--- config.mk ---
export PLATFORM = sky130hd
export DESIGN_NAME = seq_tx_1011_flat
export DESIGN_NICKNAME = d
export VERILOG_FILES = /design/src/rtl/seq_tx_1011_if.sv /design/src/rtl/seq_tx_1011.sv /design/src/flat_wrapper.sv
export SDC_FILE = /design/constraint.sdc
export NUM_CORES = 1
export LEC_CHECK = 0
export BUFFER_PORTS_ARGS = -buffer_cell sky130_fd_sc_hd__buf_2
export CORE_ASPECT_RATIO = 1.4
export CORE_MARGIN = 3
export CORE_UTILIZATION = 28
export DETAILED_ROUTE_END_ITERATION = 10
export PLACE_DENSITY = 0.49
export RECOVER_POWER = 50
export SLEW_MARGIN = 20
export SYNTH_ARGS = -nofsm -noshare
export SYNTH_HDL_FRONTEND = slang
export SYNTH_SLANG_ARGS = --single-unit
--- constraint.sdc ---
create_clock -name clk -period 3.2 [get_ports clk]
set_input_delay 0.16 -clock clk [delete_from_list [all_inputs] [get_ports clk]]
set_output_delay 0.16 -clock clk [all_outputs]
set_load 0.03 [all_outputs]
--- src/rtl/seq_tx_1011_if.sv ---
// -----------------------------------------------------------------------------
// seq_tx_1011_if
// Payload handshake bundle for seq_tx_1011.
//   data_i  : parallel payload (DATA_W bits), MSB transmitted first
//   valid_i : payload offered by the producer
//   ready_o : transmitter can accept a payload this cycle
// Modports:
//   master : producer side (drives data_i/valid_i, observes ready_o)
//   slave  : transmitter side (observes data_i/valid_i, drives ready_o)
// -----------------------------------------------------------------------------
interface seq_tx_1011_if #(
  parameter int unsigned DATA_W = 8
);
  logic [DATA_W-1:0] data_i;
  logic              valid_i;
  logic              ready_o;

  modport master (
    output data_i,
    output valid_i,
    input  ready_o
  );

  modport slave (
    input  data_i,
    input  valid_i,
    output ready_o
  );
endinterface

--- src/rtl/seq_tx_1011.sv ---
// -----------------------------------------------------------------------------
// seq_tx_1011
// Serial frame transmitter. Each accepted payload is sent as a frame:
//   header 1,0,1,1 | DATA_W payload bits MSB first | [even parity bit]
// followed by GAP forced idle '0' bits. Every output is registered.
//
// Parameters:
//   DATA_W : payload bits per frame (1..32)
//   GAP    : idle '0' bits forced after each frame (0..15)
//
// Ports:
//   clk     : sole clock, rising edge
//   rstn    : asynchronous active-low reset
//   bus     : payload handshake (seq_tx_1011_if.slave: data_i, valid_i, ready_o)
//   out     : serial bit stream, one bit per clock
//   sof_o   : high while the first header bit is on out
//   done_o  : high while the last frame bit is on out
//
// Build option:
//   SEQ_TX_PARITY_EN : when defined, one even-parity bit (XOR of the payload)
//                      follows the payload LSB and done_o marks that bit.
// -----------------------------------------------------------------------------
module seq_tx_1011 #(
  parameter int unsigned DATA_W = 8,
  parameter int unsigned GAP    = 1
) (
  input  logic             clk,
  input  logic             rstn,
  seq_tx_1011_if.slave     bus,
  output logic             out,
  output logic             sof_o,
  output logic             done_o
);

  localparam int unsigned      CNT_W    = $clog2(DATA_W + 1);
  localparam logic [CNT_W-1:0] LAST_CNT = CNT_W'(DATA_W - 1);
  localparam logic [3:0]       GAP_LOAD = (GAP == 0) ? 4'd0 : 4'(GAP - 1);
`ifdef SEQ_TX_PARITY_EN
  localparam bit               PAR_EN   = 1'b1;
`else
  localparam bit               PAR_EN   = 1'b0;
`endif

  typedef enum logic [2:0] {
    S_IDLE,
    S_HDR,
    S_DATA,
`ifdef SEQ_TX_PARITY_EN
    S_PAR,
`endif
    S_GAP
  } state_t;

  // The state names what is currently on 'out'; next-state logic also
  // computes the next output values so every output comes from a flop.
  state_t              r_state, w_state;
  logic [1:0]          r_hcnt,  w_hcnt;   // header bit index on out
  logic [CNT_W-1:0]    r_cnt,   w_cnt;    // payload bits still to send after the one on out
  logic [3:0]          r_gcnt,  w_gcnt;   // gap cycles still to go after the current one
  logic [DATA_W-1:0]   r_shift, w_shift;
  logic                r_out,   w_out;
  logic                r_sof,   w_sof;
  logic                r_done,  w_done;
  logic                r_ready, w_ready;
  logic                w_frame_end;
`ifdef SEQ_TX_PARITY_EN
  logic                r_par,   w_par;
`endif

  always_ff @(posedge clk or negedge rstn) begin
    if (!rstn) begin
      r_state <= S_IDLE;
      r_hcnt  <= '0;
      r_cnt   <= '0;
      r_gcnt  <= '0;
      r_shift <= '0;
      r_out   <= 1'b0;
      r_sof   <= 1'b0;
      r_done  <= 1'b0;
      r_ready <= 1'b0;
`ifdef SEQ_TX_PARITY_EN
      r_par   <= 1'b0;
`endif
    end else begin
      r_state <= w_state;
      r_hcnt  <= w_hcnt;
      r_cnt   <= w_cnt;
      r_gcnt  <= w_gcnt;
      r_shift <= w_shift;
      r_out   <= w_out;
      r_sof   <= w_sof;
      r_done  <= w_done;
      r_ready <= w_ready;
`ifdef SEQ_TX_PARITY_EN
      r_par   <= w_par;
`endif
    end
  end

  always_comb begin
    w_state     = r_state;
    w_hcnt      = r_hcnt;
    w_cnt       = r_cnt;
    w_gcnt      = r_gcnt;
    w_shift     = r_shift;
    w_out       = 1'b0;
    w_sof       = 1'b0;
    w_done      = 1'b0;
    w_ready     = 1'b0;
    w_frame_end = 1'b0;
`ifdef SEQ_TX_PARITY_EN
    w_par       = r_par;
`endif

    case (r_state)
      S_IDLE: begin
        // r_ready is low on the first edge after reset, so that edge only
        // raises ready and never accepts.
        if (r_ready && bus.valid_i) begin
          w_state = S_HDR;
          w_hcnt  = 2'd0;
          w_shift = bus.data_i;
          w_out   = 1'b1;
          w_sof   = 1'b1;
`ifdef SEQ_TX_PARITY_EN
          w_par   = ^bus.data_i;
`endif
        end else begin
          w_ready = 1'b1;
        end
      end

      S_HDR: begin
        if (r_hcnt != 2'd3) begin
          // Header 1,0,1,1: the bit after index 0 is the only zero.
          w_hcnt = r_hcnt + 2'd1;
          w_out  = (r_hcnt != 2'd0);
        end else begin
          w_state = S_DATA;
          w_out   = r_shift[DATA_W-1];
          w_shift = r_shift << 1;
          w_cnt   = LAST_CNT;
          w_done  = !PAR_EN && (LAST_CNT == '0);
        end
      end

      S_DATA: begin
        if (r_cnt != '0) begin
          w_out   = r_shift[DATA_W-1];
          w_shift = r_shift << 1;
          w_cnt   = r_cnt - CNT_W'(1);
          w_done  = !PAR_EN && (r_cnt == CNT_W'(1));
        end else begin
`ifdef SEQ_TX_PARITY_EN
          w_state = S_PAR;
          w_out   = r_par;
          w_done  = 1'b1;
`else
          w_frame_end = 1'b1;
`endif
        end
      end

`ifdef SEQ_TX_PARITY_EN
      S_PAR: begin
        w_frame_end = 1'b1;
      end
`endif

      S_GAP: begin
        if (r_gcnt != 4'd0) begin
          w_gcnt = r_gcnt - 4'd1;
        end else begin
          w_state = S_IDLE;
          w_ready = 1'b1;
        end
      end

      default: begin
        w_state = S_IDLE;
      end
    endcase

    // Shared exit after the final frame bit: GAP zeros, or straight to IDLE.
    if (w_frame_end) begin
      if (GAP != 0) begin
        w_state = S_GAP;
        w_gcnt  = GAP_LOAD;
      end else begin
        w_state = S_IDLE;
        w_ready = 1'b1;
      end
    end
  end

  assign out         = r_out;
  assign sof_o       = r_sof;
  assign done_o      = r_done;
  assign bus.ready_o = r_ready;

endmodule

--- src/flat_wrapper.sv ---
// flat-port wrapper written by rule: the top's interface ports become plain ports
module seq_tx_1011_flat 
#(
  parameter int unsigned DATA_W = 8,
  parameter int unsigned GAP    = 1
)
  (clk, rstn, out, sof_o, done_o, bus_data_i, bus_valid_i, bus_ready_o);
  seq_tx_1011_if #(.DATA_W(DATA_W)) bus_i ();
  input  logic clk;
  input  logic rstn;
  output logic out;
  output logic sof_o;
  output logic done_o;
  input wire logic [$bits(bus_i.data_i)-1:0] bus_data_i;
  input wire logic [$bits(bus_i.valid_i)-1:0] bus_valid_i;
  output wire logic [$bits(bus_i.ready_o)-1:0] bus_ready_o;
  assign bus_i.data_i = bus_data_i;
  assign bus_i.valid_i = bus_valid_i;
  assign bus_ready_o = bus_i.ready_o;
  seq_tx_1011 #(.DATA_W(DATA_W), .GAP(GAP)) u_core (.clk(clk), .rstn(rstn), .bus(bus_i), .out(out), .sof_o(sof_o), .done_o(done_o));
endmodule
# Yosys cells after proc, flatten, opt, wreduce, memory -nomap -nowiden
# Index checks and enable logic that the tools add are counted.
# word_totals
elab_cells,70
ram_bits,0
mem_bits_ro,0
n_memories,0
register_bits,25
latchBits,0
# classes
shift,0
magnitude_cmp,0
addsub,3
div_mod_pow,0
reduce_logical,15
muxes,30
bitwise_logic,0
eq_ne,13
n_mul,0
# op_table
operator,count
$mux W8,3
$pmux W8 S3,1
$mux W4,5
$mux W3,4
$pmux W3 S4,1
$mux W1,10
$reduce_bool A2 Y1,5
$ne A2 B1 Y1 const B,4
$pmux W4 S2,1
$reduce_and A4 Y1,2
$reduce_bool A4 Y1,2
$sub A4 B1 Y4 const B,2
$eq A3 B2 Y1 const B,2
$ne A3 B2 Y1 const B,2
$reduce_and A3 Y1,2
$eq A4 B1 Y1 const B,1
$mux W2,2
$ne A2 B2 Y1 const B,2
$pmux W2 S2,1
$eq A3 B1 Y1 const B,1
$logic_not A3 Y1,1
$ne A3 B1 Y1 const B,1
$pmux W1 S3,1
$reduce_bool A3 Y1,1
other kinds (4),4

# Depth between registers and ports, before layout
# Gate-level depths: netlist of the first run.
# depth
word_depth,5
depth_mapped,9
depth_no_buf,6

# Worst setup path after synthesis of the first run
# OpenSTA, ideal clock, no wires.
# synth_path
path_kind,register -> register
start,reg u_core.r_state[0]
end,reg u_core.r_cnt[3]
stages_incl_launch_ff,9
t_required_ns,3.073
path_buffers,2
slack_ns,1.387
period_less_slack_ns,1.813
arrival_time_ns,1.686
cell_sequence,dfrtp_1 > inv_1 > ha_1 > clkbuf_8 > nor4bb_1 > buf_6 > or4_1 > a21boi_1 > o22ai_1
# synth_via
elab_chain_cells,3
word_cells_on_any_way,7
cone_classes,eq/ne: 4; mux: 1; reduce/logical: 2
# synth_rtl
element,line,source
"start, declared",seq_tx_1011.sv:56,"state_t r_state, w_state;"
"start signal, assigned",seq_tx_1011.sv:85,r_state <= w_state;
$eq A3 B2 Y1 or $eq A3 B1 Y1 (tied branches),seq_tx_1011.sv:115,case (r_state)
"$ne A2 B1 Y1 (no line), or another cell as far along",n/a,
$reduce_and A3 Y1 (no line),n/a,
"end signal, assigned",seq_tx_1011.sv:87,r_cnt <= w_cnt;
"end, declared",seq_tx_1011.sv:58,"logic [CNT_W-1:0] r_cnt, w_cnt;"
# Parallel ways exist; a longest one is shown, timed or not.
# A chain may end at the register's enable or synchronous reset.

# Worst setup path after layout of the first run
# layout_path
start,reg u_core.r_state[0]
end,reg u_core.r_shift[6]
# layout_via
elab_chain_cells,3
word_cells_on_any_way,9
cone_classes,eq/ne: 5; mux: 1; reduce/logical: 3
# layout_rtl
element,line,source
"$eq A3 B2 Y1, or another cell as far along",seq_tx_1011.sv:115,
"$ne A2 B1 Y1 (no line), or another cell as far along",n/a,
$reduce_and A4 Y1 (no line),n/a,
"end signal, assigned",seq_tx_1011.sv:89,r_shift <= w_shift;
"end, declared",seq_tx_1011.sv:60,"logic [DATA_W-1:0] r_shift, w_shift;"
# Parallel ways exist; a longest one is shown, timed or not.

==> results.md, run 1 <==
* Max_cap viols at 0
* Rel. slew slack at 0.1289
* Total core area at 4608 sq um
* Mapped Cells at 133
* Syn Area/Cell at 10.28 sq um
* WL/cell at around 12 um
* RSZ-0062 raised after global routing: no
* N_diodes at 0
* Cts repair resizes at 0
* Finished Cell Area at 1540 sq um
* CTS Buf Count at 3
* H-Tree Level Count at 1
* Worst-skew pair later-pin latency at about 0.26 ns
* Hpwl dp at between 1.5 and 2 mm
* Die Wd at roughly 65 um
* Post-synth EDFFs at 0
* CP startpoint: u_core.r_state[0]
* Net count, final at about 170
* DP Area at 1479 sq um
* Vias in the first global route at between 900 and 1000
* Hold Path Origin: bus_data_i[0]
* Final Core Density at 0.3342
* Initial antenna violation count at 0
* Die ar. at approximately 5800 sq um
* Max Clk Rate at 483.1 MHz
* Setup TNS Final at 0 ns
* Number of port buffers at 14
* CTS Hold Bufs at 1
* Final Cycle Share at 0.6469
* Final hold slack at around 0.13 ns
* Synth Cell Area at about 1400 sq um
* Root Driver: clkbuf_8
* Largest net degree at the start of global routing at 25
* Critical Path Source Type: flip-flop
* Launch point of the worst reg-to-reg path: u_core.r_state[0]
* Critical path capture point type: flip-flop
* Initial Utilization at 0.2968
* FF+latch count, synth at 24
* Final setup fails at 0
* Antenna viol nets, final at 0
* Clock sinks at 24
* Maximum vdd ir drop at approximately 0.33 mV
* Number of warnings issued by yosys at 0
* Worst Hold Class: in -> reg
* Total Wirelength at about 2.5 mm
* DRC Markers at 0
* Worst-margin pin slew at between 1 and 1.5 ns
* Drt pass-1 iters at 4
* CTS Buffer Depth at 2
* Mapped Nets at ~160
* Post-layout minimum cycle time at just over 2 ns
* Global route overflow at 0
* Std-Cell Rows at 29
* Crit path max fanout at 16
* Die H at 88.69 um
* Initial detailed-routing violation count at 42
* Vias/cell at 4.710
* Crit Path Category: reg -> reg
* Clock skew at ~0.0028 ns
* Post-synth ARST share at 1.000
* Clk slew on worst S/H paths at around 0.080 ns
* IO Count at 15
* Filler cells at 489
* Fin. Hold Viols at 0
* Pwr/cell area at approximately 850 nW/um^2
* Post-synthesis cell type count at 37
* Leakage dissipation at approximately 0.70 nW
* Setup Fix Bufs, Post-CTS at 0
* TritonCTS clock tree: yes
* Slew Viols, Final at 0
* Post-synth top flop: dfrtp_1
* Placer congestion estimate at ~0.73
* Critical path data arrival time at roughly 2.3 ns
* Syn-to-layout area delta at 12.63%
* Status: complete, no violations
* Via count at 989
* Layout cells sized above 1 at 0.1622
* First-pass GRT wire length at approximately 4.4 mm
* Critical path required time at 3.39 ns
* GRT Resource Usage Total at 0.09738
* Sequential area share after synthesis at 0.4392
## layout by cell type, fill, tap and decap left out, types with 2 or more instances in the layout
cell type,synthesis,routed
buf_2,0,11
nor3_1,2,2
a22o_1,3,3
nor2_1,16,16
nand3_1,5,5
mux2i_1,7,7
a21oi_1,13,13
clkbuf_1,2,3
dfrtp_1,24,24
ha_1,11,11
xor2_1,2,2
inv_1,10,10
o21ai_0,6,6
nand3b_1,2,2
a21boi_1,2,2
clkbuf_8,1,4
nand2_1,5,5
## power breakdown
part	switching, mW	internal [mW]
combinational	0.372	0.276
clock	0.0944	0.110
sequential	0.0640	0.399
## per-layer routing
layer,part of all wire,up-vias,GRT usage
met5,0,-,0
met4,0.011,0,0.04528
met3,0.037,4,0.01779
met2,0.49,24,0.1676
met1,0.46,468,0.1176
li1,-,493,-
## through the flow
step	instances	total power, mW	worst slack [ns]
2_1_floorplan	133	1.016	1.387
3_3_place_gp	205	1.097	1.240
3_5_place_dp	205	1.123	1.134
4_1_cts	210	1.332	1.117
5_1_grt	210	1.434	0.9261
6_report	210	1.316	1.130
## worst max-delay path: stages (launching register included)
cell	delay, ns
dfrtp_1	0.41
inv_1	0.10
ha_1	0.35
nor4bb_1	0.18
buf_4	0.17
nor4_4	0.56
nor2_1	0.09
a21oi_1	0.14
## cell usage after synthesis (2+ instances only)
cell	number	share of area
mux2i_1	7	0.051
nor3_1	2	0.0073
dfrtp_1	24	0.44
nand2_1	5	0.014
xor2_1	2	0.013
a22o_1	3	0.019
nor2_1	16	0.044
clkbuf_1	2	0.0055
o21ai_0	6	0.022
buf_6	2	0.016
a21boi_1	2	0.011
nand3_1	5	0.018
a21oi_1	13	0.048
inv_1	10	0.027
nand3b_1	2	0.011
ha_1	11	0.10
## logic make-up after synthesis
family	count (synthesis)	share of synthesized area
compound gates	31	0.1565
xor+xnor	3	0.01922
fa+ha+maj	11	0.1006
buf+inv	15	0.05947
flops	24	0.4392
mux	7	0.05124
simple gates	42	0.1738
## sequential cells by signal, indices dropped and copies added, names as in the netlist
| name | flops |
|---|---|
| u_core.out | 1 |
| u_core.r_shift | 8 |
| u_core.r_state | 2 |
| u_core.r_gcnt | 4 |
| u_core.r_cnt | 4 |
| u_core.bus.ready_o | 1 |
| u_core.done_o | 1 |
| u_core.r_hcnt | 2 |
| u_core.sof_o | 1 |
## final cells by class
class	count	area, sq um	share of cell area
multi-input combinational	94	685.7	0.4452
sequential	24	600.6	0.3899
timing repair buffer	16	83.83	0.05443
tap	62	77.57	0.05037
clock buffer	4	55.05	0.03574
inverter	10	37.54	0.02437
## path summary, 6_finish.rpt
check,to,depth (start not counted),slack [ns]
worst min register to register,u_core.r_shift[7],2,0.53
worst max-delay path,u_core.r_shift[6],7,1.13
worst max register to register,u_core.r_shift[6],7,1.13
max in group asynchronous,u_core.r_hcnt[0],2,1.73
min in group asynchronous,u_core.r_gcnt[2],2,0.70
worst min-delay path,u_core.r_shift[0],3,0.13
(Power assumes the default switching activity.)
==> inputs of run 2 (changes only) <==
--- a/config.mk
+++ b/config.mk
@@ -10,7 +10,7 @@
 export CORE_MARGIN = 3
 export CORE_UTILIZATION = 28
 export DETAILED_ROUTE_END_ITERATION = 10
-export PLACE_DENSITY = 0.49
+export PLACE_DENSITY = 0.51
 export RECOVER_POWER = 50
 export SLEW_MARGIN = 20
 export SYNTH_ARGS = -nofsm -noshare
==> constraint.sdc (replaced) <==
create_clock -name clk -period 1.71 [get_ports clk]
set_input_delay 0.0855 -clock clk [delete_from_list [all_inputs] [get_ports clk]]
set_output_delay 0.0855 -clock clk [all_outputs]
set_load 0.03 [all_outputs]
==> results.md, run 2 (same netlist as run 1, synthesis figures left out) <==
* Status: finished with violations
* Violated checks: negative setup slack
* GRT Resource Usage Total at 0.1098
* Filler cells at approximately 480
* Antenna viol nets, final at 0
* Hpwl dp at ~2.2 mm
* Worst-margin pin slew at around 0.6 ns
* Global route overflow at 0
* Finished Cell Area at 1763 sq um
* Pwr/cell area at about 1600 nW/um^2
* Initial detailed-routing violation count at 20
* CP startpoint: u_core.r_state[1]
* Largest net degree at the start of global routing at 25
* Net count, final at between 150 and 200
* Total Wirelength at about 2.9 mm
* Root Driver: clkbuf_8
* Final worst slack at -0.01195 ns
* DP Area at about 1600 sq um
* Final Core Density at 0.3826
* Fin. Hold Viols at 0
* Post-layout minimum cycle time at approximately 1.7 ns
* Crit Path Category: reg -> reg
* Crit path max fanout at 4
* First-pass GRT wire length at a little under 5 mm
* Power, Total at 2.748 mW
* Vias/cell at between 4 and 5
* Initial antenna violation count at 0
* Critical path required time at ~1.9 ns
* Final std cells w/o fill at about 230
* Leakage dissipation at roughly 0.8 nW
* Most common cell after layout, fill and taps aside: dfrtp_1
* Placer congestion estimate at about 0.75
* Biggest regs: u_core.r_shift x8, u_core.r_cnt x4, u_core.r_gcnt x4
* RSZ-0062 raised after global routing: yes
* CTS Buf Count at 3
* Critical Path Source Type: flip-flop
* Worst Hold Class: in -> reg
* Register with the most flip-flops: u_core.r_shift
* Vias in the first global route at 1149
* H-Tree Level Count at 1
* DRC Markers at 0
* Launch point of the worst reg-to-reg path: u_core.r_state[1]
* Final setup fails at 1
* Std-Cell Rows at 29
* Maximum vdd ir drop at 0.8160 mV
* Via count at 1066
* Multi-input logic area at 739.5 sq um
* FF+latch area at ~600 sq um
* Syn-to-layout area delta at 28.91%
* Layout cells sized above 1 at 0.3550
* CTS Buffer Depth at 2
* Die ar. at 5771 sq um
* TritonCTS clock tree: yes
* Final Cycle Share at 1.007
* Critical path capture point type: flip-flop
* Max Clk Rate at about 580 MHz
* Die Wd at between 60 and 70 um
* Total core area at 4608 sq um
* Rel. slew slack at 0.5899
* Initial Utilization at 0.2968
* IO Count at 15
* Clock sinks at 24
* Placed insts at between 200 and 250
* Most frequent cells in the layout: dfrtp_1 (24), buf_4 (20), nor2_1 (16), a21oi_1 (13), buf_2 (13)
* WL/cell at approximately 13 um
* N_diodes at 0
* Critical path data arrival time at approximately 1.9 ns
* Max_cap viols at 0
* Final hold slack at between 0.07 and 0.08 ns
* Slew Viols, Final at 0
* Number of port buffers at 14
* Clk slew on worst S/H paths at about 0.090 ns
* Die H at 88.69 um
* Drt pass-1 iters at 4
* Clock skew at 0.006431 ns
* Hold Path Origin: bus_data_i[0]
* Worst-skew pair later-pin latency at roughly 0.26 ns
* Max reg flops at 8
## run 2: timing repair
item,CTS,global route
hold buffers,1,0
buffers inserted,1,2
gates resized for setup,1,13
pin swaps,1,4
endpoints found under the setup margin,11,15
endpoints found under the hold margin,24,0
## run 2: final timing paths
kind                                endpoint  slack, ns  depth (start not counted)
min in group asynchronous   u_core.r_gcnt[3]       0.36                          2
max in group asynchronous    u_core.r_cnt[0]       0.95                          2
hold / removal             u_core.r_shift[0]       0.08                          3
hold reg to reg            u_core.r_shift[5]       0.54                          2
setup / recovery             u_core.r_cnt[3]      -0.01                          6
setup reg to reg             u_core.r_cnt[3]      -0.01                          6
## run 2: cell type report
class,count,share of cell area
Clock buffer,4,0.03123
Inverter,10,0.02129
Multi-Input combinational cell,94,0.4194
Sequential cell,24,0.3407
Tap cell,62,0.04400
Timing Repair Buffer,37,0.1434
## run 2: critical path, stage by stage, from the launching register on
cell and delay, ns:
dfrtp_1 0.44, ha_2 0.21, nor4bb_4 0.16, buf_4 0.13, or4_4 0.43, a21boi_2 0.16
o22ai_1 0.08
## run 2: stage by stage
stage                     worst slack [ns]   TNS [ns]
after floorplan                   -0.02869   -0.02869
after global placement             0.01280          0
after detailed placement         -0.006422  -0.006422
after CTS                         0.004591          0
after global routing              -0.05692    -0.2680
final                             -0.01195   -0.01195
## run 2: layer usage
| layer | vias to the layer above | share of wire | track usage |
|---|---|---|---|
| li1 | 531 | - | - |
| met1 | 515 | 0.40 | 0.1135 |
| met2 | 16 | 0.55 | 0.2160 |
| met3 | 4 | 0.033 | 0.01779 |
| met4 | 0 | 0.014 | 0.04528 |
| met5 | - | 0 | 0 |
## run 2: report_power, final
group          switching [mW]  total, mW  leakage (nW)  internal, mW
Combinational           0.782       1.51         0.500         0.724
Sequential              0.111      0.857         0.291         0.746
Clock                   0.180      0.385        0.0288         0.205
Total                    1.07       2.75         0.820          1.68
==> inputs of run 3 (changes only) <==
--- a/config.mk
+++ b/config.mk
@@ -8,9 +8,9 @@
 export BUFFER_PORTS_ARGS = -buffer_cell sky130_fd_sc_hd__buf_2
 export CORE_ASPECT_RATIO = 1.4
 export CORE_MARGIN = 3
-export CORE_UTILIZATION = 28
+export CORE_UTILIZATION = 51
 export DETAILED_ROUTE_END_ITERATION = 10
-export PLACE_DENSITY = 0.51
+export PLACE_DENSITY = 0.79
 export RECOVER_POWER = 50
 export SLEW_MARGIN = 20
 export SYNTH_ARGS = -nofsm -noshare
==> results.md, run 3 (same netlist as run 1, synthesis figures left out) <==
* Total core area at roughly 2500 sq um
* Status: finished with violations
* Initial Utilization at 0.5537
* Vias in the first global route at 1142
* Most common cell after layout, fill and taps aside: buf_4
* Net count, final at 200
* Biggest regs: u_core.r_shift x8, u_core.r_cnt x4, u_core.r_gcnt x4
* Final setup fails at 6
* Antenna viol nets, final at 0
* Launch point of the worst reg-to-reg path: u_core.r_state[0]
* Layout cells sized above 1 at 0.4463
* Crit Path Category: reg -> reg
* Std-Cell Rows at 21
* CTS Buffer Depth at 2
* Root Driver: clkbuf_4
* Max reg flops at 8
* DRC Markers at 0
* Hpwl dp at approximately 2.1 mm
* Slew Viols, Final at 0
* Global route overflow at 0
* Initial detailed-routing violation count at 30
* Crit path buffers/inverters at 2
* Slowest-stage cell, CP: dfrtp_1
* IO Count at 15
* Register with the most flip-flops: u_core.r_shift
* Initial antenna violation count at 0
* TritonCTS clock tree: yes
* Placer congestion estimate at just under 0.8
* Worst Hold Path Cells at 3
* R2r worst-path depth at 7
* CP max stage delay at between 0.4 and 0.5 ns
* Internal power at about 1.9 mW
* Finished Cell Area at 1848 sq um
* Clock Power Share at 0.138
* Largest net degree at the start of global routing at 25
* Vias/cell at roughly 5.3
* Max_cap viols at 0
* First-pass GRT wire length at 4.795 mm
* Clock skew at ~0.015 ns
* Number of port buffers at 14
* Syn-to-layout area delta at 35.13%
* Die Wd at roughly 50 um
* Max Clk Rate at around 580 MHz
* Worst Hold Class: in -> reg
* Post-layout minimum cycle time at roughly 1.7 ns
* Critical path capture point type: flip-flop
* N_diodes at 0
* WHS Endpoint: u_core.r_shift[0]
* RSZ-0062 raised after global routing: yes
* Violated checks: negative setup slack
* CTS Buf Count at 3
* Drt pass-1 iters at 4
* GRT Resource Usage Total at 0.1852
* Cell count along the critical path at 7
* Setup TNS Final at -0.08032 ns
* Pwr/cell area at 1700 nW/um^2
* Critical path data arrival time at roughly 2 ns
* Crit-path leading delay family: simple AND/OR/NAND/NOR gates
* Final worst slack at -0.02541 ns
* Via count at 1122
* Combinational group share of total power at 0.576
* Reg2reg setup slack at -0.03 ns
* Rel. slew slack at 0.1552
* H-Tree Level Count at 1
* Hold Path Origin: bus_data_i[0]
* Critical path required time at 1.99 ns
* Crit path max fanout at 5
* WL/cell at 14.48 um
* Final Cycle Share at 1.015
* Total Wirelength at 3.055 mm
* NetSw at between 1 and 1.5 mW
* Worst-margin pin slew at 1.267 ns
* Worst-skew pair later-pin latency at roughly 0.34 ns
* Sequential share of power at 0.287
* Sw frac at 0.4110
* Maximum vdd ir drop at 1.233 mV
* Worst R2R End: u_core.r_shift[3]
* CP startpoint: u_core.r_state[0]
* Critical Path Source Type: flip-flop
* Most frequent cells in the layout: buf_4 (27), dfrtp_1 (23), buf_2 (14), nor2_1 (10), ha_1 (8)
* Filler cells at between 150 and 200
* Clock sinks at 24
* Clk slew on worst S/H paths at about 0.15 ns
* Die ar. at roughly 3300 sq um
* Critical path, cell by cell: buf_4 > ha_1 > nor2b_1 > nor4_4 > buf_6 > nor2_2 > a21oi_1
* Fin. Hold Viols at 0
* Leakage dissipation at between 0.8 and 0.9 nW
* DP Area at roughly 1600 sq um
* Die H at approximately 67 um
run 3: cell types whose count changed in the layout (fill, tap and decap cells not counted), sizes merged:
cell / before / now
buf: 35 / 43
bufinv: 0 / 1
clkbuf: 5 / 4
run 3: worst max-delay path by stage:
stage / end / slack (ns)
4_1_cts: u_core.r_shift[0] / 0.03
2_1_floorplan: u_core.r_cnt[3] / -0.03
3_3_place_gp: u_core.r_state[1] / 0.04
5_1_grt: u_core.r_shift[0] / -0.11
3_5_place_dp: u_core.r_state[1] / -0.06
6_report: u_core.r_shift[3] / -0.03
run 3: per-stage QoR:
stage / setup WS, ns / instances / hold slack [ns] / power, mW / util
2_1_floorplan: -0.02869 / 133 / -0.2101 / 1.906 / -
3_3_place_gp: 0.04319 / 193 / 0.08583 / 2.223 / 0.6358
3_5_place_dp: -0.06398 / 193 / 0.09371 / 2.306 / 0.6358
4_1_cts: 0.02716 / 199 / 0.01686 / 2.751 / 0.6717
5_1_grt: -0.1112 / 211 / 0.03478 / 3.328 / 0.7482
6_report: -0.02541 / 211 / 0.009009 / 3.142 / 0.7482
run 3: layout make-up:
type                            count  area, sq um  area share
Inverter                           10        37.54     0.02031
Clock inverter                      1        30.03     0.01625
Tap cell                           34        42.54     0.02302
Multi-Input combinational cell     94        804.5      0.4353
Clock buffer                        3        22.52     0.01219
Sequential cell                    24        601.8      0.3257
Timing Repair Buffer               45        309.0      0.1672
run 3: power groups by stage:
| stage | clock [mW] | combinational, mW | sequential (mW) |
|---|---|---|---|
| floorplan | 0 | 1.01 | 0.897 |
| global placement | 0 | 1.36 | 0.865 |
| detailed placement | 0 | 1.43 | 0.878 |
| CTS | 0.420 | 1.47 | 0.861 |
| global route | 0.442 | 1.97 | 0.921 |
| finish | 0.433 | 1.81 | 0.900 |
run 3: per-layer routing:
metal  track usage  part of all wire  vias to the layer above
li1              -                 -                      552
met2        0.3593              0.55                       21
met5             0                 0                        -
met3       0.01325             0.025                        5
met4       0.08304             0.018                        0
met1        0.2043              0.41                      544
run 3: repair_timing:
item                                   CTS  global route
pin swaps                                1             8
setup endpoints to repair               10            14
resized for setup                        3            30
endpoints found under the hold margin   24             0
setup buffers                            1            12
hold buffers                             1             0
cloned                                   0             1
run 3: worst register-to-register path: stages, from the launching register on:
cell	delay (ns)
dfrtp_1	0.44
buf_4	0.15
ha_1	0.20
nor2b_1	0.20
nor4_4	0.33
buf_6	0.21
nor2_2	0.05
a21oi_1	0.11
